**src/rtl/score_pkg.sv**
```systemverilog
// score_pkg: shared FSM state type and win_code helpers for score_tracker.
package score_pkg;
  typedef enum logic [1:0] {PLAY, HOLD, OVER} state_t;
  localparam int CODE_NONE = 0;
  function automatic int draw_code(input int num_players);
    return num_players + 1;
  endfunction
endpackage

```
**src/rtl/score_counter.sv**
```systemverilog
// score_counter: W-bit saturating up-counter with synchronous clear.
//   clk, rst_n : clock, asynchronous active-low reset
//   inc        : add one (holds at all-ones)
//   clear      : synchronous clear, has priority over inc
//   count      : current value
module score_counter #(
  parameter int W = 5
) (
  input  logic         clk,
  input  logic         rst_n,
  input  logic         inc,
  input  logic         clear,
  output logic [W-1:0] count
);
  always_ff @(posedge clk or negedge rst_n)
    if (!rst_n) count <= '0;
    else if (clear) count <= '0;
    else if (inc && count != '1) count <= count + 1'b1;
endmodule

```
**src/rtl/score_tracker.sv**
```systemverilog
// score_tracker: per-player score keeper with draw counting and match end.
//   clk, globalReset_n : clock, asynchronous active-low reset
//   win_code           : 0 none, p+1 player p wins, NUM_PLAYERS+1 draw, above illegal
//   new_match          : clear all counters and wait for win_code to return to 0
//   score              : packed scores, player p at [p*SCORE_W +: SCORE_W]
//   draw_count         : drawn rounds this match
//   round_done         : pulse, a result was accepted on the previous edge
//   match_over         : level, a match winner is held
//   match_winner       : winning player index while match_over, else 0
//   illegal_code       : pulse, an illegal code was sampled while accepting results
module score_tracker
  import score_pkg::*;
#(
  parameter int NUM_PLAYERS  = 2,
  parameter int SCORE_W      = 5,
  parameter int MATCH_POINTS = 3,
  parameter int CODE_W       = 2
) (
  input  logic                           clk,
  input  logic                           globalReset_n,
  input  logic [CODE_W-1:0]              win_code,
  input  logic                           new_match,
  output logic [NUM_PLAYERS*SCORE_W-1:0] score,
  output logic [SCORE_W-1:0]             draw_count,
  output logic                           round_done,
  output logic                           match_over,
  output logic [CODE_W-1:0]              match_winner,
  output logic                           illegal_code
);
  localparam logic [CODE_W-1:0] NONE = CODE_W'(CODE_NONE);
  localparam logic [CODE_W-1:0] DRAW = CODE_W'(draw_code(NUM_PLAYERS));
  state_t state, state_nx;
  logic [NUM_PLAYERS-1:0] inc, win;
  logic play, accept, any_win;
  logic [CODE_W-1:0] win_idx;
  // new_match overrides any result sampled at the same edge
  assign play    = state == PLAY && !new_match;
  assign accept  = play && win_code != NONE && win_code <= DRAW;
  assign any_win = |win;
  genvar p;
  for (p = 0; p < NUM_PLAYERS; p++) begin : g_player
    assign inc[p] = accept && win_code == CODE_W'(p + 1);
    // the win that lands this edge brings the score to MATCH_POINTS
    assign win[p] = inc[p] && MATCH_POINTS != 0 &&
                    score[p*SCORE_W +: SCORE_W] == SCORE_W'(MATCH_POINTS - 1);
    score_counter #(.W(SCORE_W)) u_player (
      .clk(clk), .rst_n(globalReset_n), .inc(inc[p]), .clear(new_match),
      .count(score[p*SCORE_W +: SCORE_W])
    );
  end
  score_counter #(.W(SCORE_W)) u_draw (
    .clk(clk), .rst_n(globalReset_n), .inc(accept && win_code == DRAW), .clear(new_match),
    .count(draw_count)
  );
  always_comb begin
    win_idx = '0;
    for (int i = 0; i < NUM_PLAYERS; i++)
      if (win[i]) win_idx = CODE_W'(i);
  end
  always_comb
    state_nx = new_match      ? HOLD :
               state == PLAY  ? (win_code == NONE ? PLAY : any_win ? OVER : HOLD) :
               state == HOLD  ? (win_code == NONE ? PLAY : HOLD) : state;
  always_ff @(posedge clk or negedge globalReset_n)
    if (!globalReset_n) begin
      state        <= HOLD;
      round_done   <= 1'b0;
      illegal_code <= 1'b0;
      match_over   <= 1'b0;
      match_winner <= '0;
    end else begin
      state        <= state_nx;
      round_done   <= accept;
      illegal_code <= play && win_code > DRAW;
      match_over   <= new_match ? 1'b0 : any_win ? 1'b1 : match_over;
      match_winner <= new_match ? '0 : any_win ? win_idx : match_winner;
    end
endmodule

```
**config.mk**
```make
export PLATFORM = sky130hd
export DESIGN_NAME = score_tracker
export DESIGN_NICKNAME = d
export VERILOG_FILES = /design/src/rtl/score_pkg.sv /design/src/rtl/score_counter.sv /design/src/rtl/score_tracker.sv
export SDC_FILE = /design/constraint.sdc
export NUM_CORES = 1
export LEC_CHECK = 0
export CAP_MARGIN = 20
export CORE_AREA = 2 2 48 50
export DETAILED_ROUTE_END_ITERATION = 16
export DIE_AREA = 0 0 50 52
export PLACE_DENSITY = 0.88
export SLEW_MARGIN = 0
export SYNTH_ARGS = -nofsm -noshare
export SYNTH_HDL_FRONTEND = slang
export SYNTH_HIERARCHICAL = 1
export SYNTH_SLANG_ARGS = --single-unit
```
**constraint.sdc**
```tcl
create_clock -name clk -period 3.7 [get_ports clk]
set_input_delay 0.37 -clock clk [delete_from_list [all_inputs] [get_ports clk]]
set_output_delay 0.37 -clock clk [all_outputs]
set_load 0.005 [all_outputs]
```
==> results.md <==
- Status: finished clean
- Worst VDD drop: 0.211 mV
- Slew HR: ~40%
- Cell count after synthesis: a little under 100
- Sw Share: 21.2%
- Power Dens Cells: about 280 mW/mm²
- Area delta synth->final: 26.2%
- Worst Setup SP: new_match
- Hold Path Class: reg2reg
- IO Port Bufs: 22
- Vias: between 800 and 900
- H-Tree Depth: 1
- Main synth FF type: dfrtp_1
- Number of synthesized flops with an enable pin: 0
- Clock Power Share: 33.8%
- Area contributors post-synth: dfrtp_1 46%, ha_1 7.2%, mux2i_1 5.8%
- Remaining antenna violation count: 0
- Arr. time, crit path: roughly 2.6 ns
- Period minus WS final: 2.35 ns
- HPWL Detailed: 1560 µm
- Largest net degree at the start of global routing: 21
- Slew @ Worst Pin: 0.883 ns
- Fmax: roughly 0.43 GHz
- Hold_ws: between 0.5 and 0.6 ns
- Synth Cell Area: 0.00104 mm²
- WS Path Type: in2reg
- Clk_lat worst skew: 0.29 ns
- Total CTS buffers: 3
- Hold buffer count at CTS: 0
- First-pass GRT wire length: approximately 3500 µm
- Filler Cells Inserted: 159
- Multiplexer share of the synthesized area: a little under 6%
- Worst Skew: roughly 0.00074 ns
- Pint: slightly below 0.3 mW
- Largest family of logic cells by synthesized area: simple AND/OR/NAND/NOR gates
- Hold Crit Start: match_winner[0]
- 1st-pass router iterations: 4
- CTS tree: done
- Compound-Gate Fraction of Synth Area: about 6.5%
- Critical Path RT: 3.92 ns
- MaxCap Viol Count: 0
- Vias in the first global route: around 850
- Seq pwr share: 60.4%
- Fraction of registers with async set or reset after synthesis: between 90% and 100%
- Yosys reg bits: 20
- Critical Path End Type: flop
- Initial DRC count: 17
- Synth warnings: 6
- Crit share post-route: between 60% and 70%
- Adder-cell share of the synthesized area: approximately 7%
- # DRC: 0
- Post-synthesis simple-gate area fraction: a little under a quarter
- Sw power: roughly 0.078 mW
- Top-count cell post-synth: dfrtp_1
- # Post-CTS Setup Buffers: 0
- Gate power share: between 5 and 6%
- Per-cell routed wire length: ~14 µm
- Clock buffer depth: 2
- Fin nets: 133
- IO Pins: 25
- Chip height: between 50 and 60 µm
- RSZ-0062 raised after global routing: false
- Site row count: 17
- Overflow after GRT: 0
- Layout cells sized above 1: ~8.3%
- CP max stage cell: clkdlybuf4s50_1
- Vias per cell: around 5.6
- Synth area leader: dfrtp_1
- Hold Path Cell Cnt: 2
- Initial antenna violation count: 0
- CP startpoint kind: input port
- Clock-pin slew on the worst setup and hold paths: between 0.1 and 0.15 ns
- Seq/Total Area, Yosys: 48.1%
- Starting Density: roughly half
- GRT Util Overall: between 10% and 20%
- Setup TNS: 0 ns
- Hold Vio Cnt, Final: 0
- Max-slew violation count: 0
- Post_cts resized: 0
- Clock sink total: 20
- Leak: between 0.6 and 0.7 nW
- Synth top area share: a little under half
- Netlist cell types: 30
- Avg Inst Size Synth: ~11 µm²
- CP Cell Sequence: clkdlybuf4s50_1, buf_4, or4b_4, nor2_1, nand2b_1, or3_1, a21oi_1
- Reg2reg start: state[1]
- R2r worst-path depth: 5
- Xor and xnor area share after synthesis: just over 5%
- Post-Route WL: roughly 2100 µm
- Full die area: approximately 0.0026 mm²
- ANT cells: 0
- Most instantiated cells after synthesis: 19 x dfrtp_1, 15 x nor2_1, 6 x ha_1, 6 x mux2i_1, 6 x xor2_1
- Clock tree root driver cell: clkbuf_4
- Die Width: about 50 µm
- Final setup viols: 0
- Core area: 0.00211 mm²
- Crit path max fanout: 14
- Placer Congestion: 0.803
- Largest stage delay, worst path: around 0.58 ns
## metal layers
metal | track usage [%] | vias to the layer above | share of wire [%]
li1 | - | 388 | -
met1 | 21.1 | 400 | 44
met2 | 31.8 | 37 | 51
met3 | 2.59 | 2 | 5.3
met4 | 6.02 | 0 | 0.33
met5 | 0 | - | 0
## cell type report
type	count	area, µm²	share of cell area [%]
clock buffers	4	36.3	2.76
multi-input cells	73	510	38.8
inverters	1	3.75	0.285
repair buffers	23	228	17.3
well taps	28	35.0	2.66
flip-flops and latches	20	502	38.2
## final timing paths
check                                                end  slack (ns)
max                        g_player[0].u_player/count[3]        1.35
min                                      match_winner[0]        0.55
max reg2reg                g_player[0].u_player/count[3]        1.76
min reg2reg                              match_winner[0]        0.55
max in group asynchronous  g_player[1].u_player/count[0]        2.60
min in group asynchronous                       state[1]        0.57
## worst max-delay path: cells and delay by family
family,cells,cell delay [ns]
AOI/OAI and AO/OA,1,0.15
buffers and inverters,2,0.85
and+or+nand+nor,4,1.20
## sequential cells by signal, indices dropped and copies added (netlist names)
signal,count
state,2
u_draw/count,5
match_winner,1
g_player.u_player/count,10
match_over,1
round_done,1
## kinds of logic after synthesis
group	after synthesis
multiplexers	6
flip-flops	20
other	1
AND/OR/NAND/NOR	42
buffers and inverters	6
adder cells (fa/ha/maj)	6
AO/OA/AOI/OAI	11
XOR/XNOR	6
## power by group through the flow
stage / logic, mW / clock network, mW / registers, mW
finish: 0.0212 / 0.124 / 0.221
global route: 0.0237 / 0.135 / 0.222
floorplan: 0.00716 / 0 / 0.225
CTS: 0.0212 / 0.128 / 0.221
detailed placement: 0.0211 / 0 / 0.225
global placement: 0.0205 / 0 / 0.225
## cell usage in the layout (no fill, tap or decap), types with 2 or more instances in the layout
cell type / Yosys / final
ha_1: 6 / 6
dfrtp_1: 19 / 19
clkdlybuf4s50_1: 0 / 22
nand3b_1: 3 / 3
mux2i_1: 6 / 6
a21oi_1: 4 / 4
nor2_1: 15 / 15
nand3_1: 4 / 4
or3_1: 3 / 3
clkbuf_4: 0 / 3
conb_1: 1 / 2
xor2_1: 6 / 6
nand2b_1: 4 / 4
and3_1: 4 / 4
o21ai_0: 3 / 3
## through the flow
step | total power [mW] | area (µm²) | setup slack, ns | cells | utilization [%]
2_1_floorplan | 0.232 | 1050 | 1.88 | 99 | -
3_3_place_gp | 0.246 | 1280 | 1.15 | 145 | 60.7
3_5_place_dp | 0.247 | 1280 | 1.06 | 145 | 60.7
4_1_cts | 0.370 | 1320 | 1.38 | 149 | 62.4
5_1_grt | 0.380 | 1320 | 1.24 | 149 | 62.4
6_report | 0.366 | 1320 | 1.35 | 149 | 62.4
(Power assumes the default switching activity.)
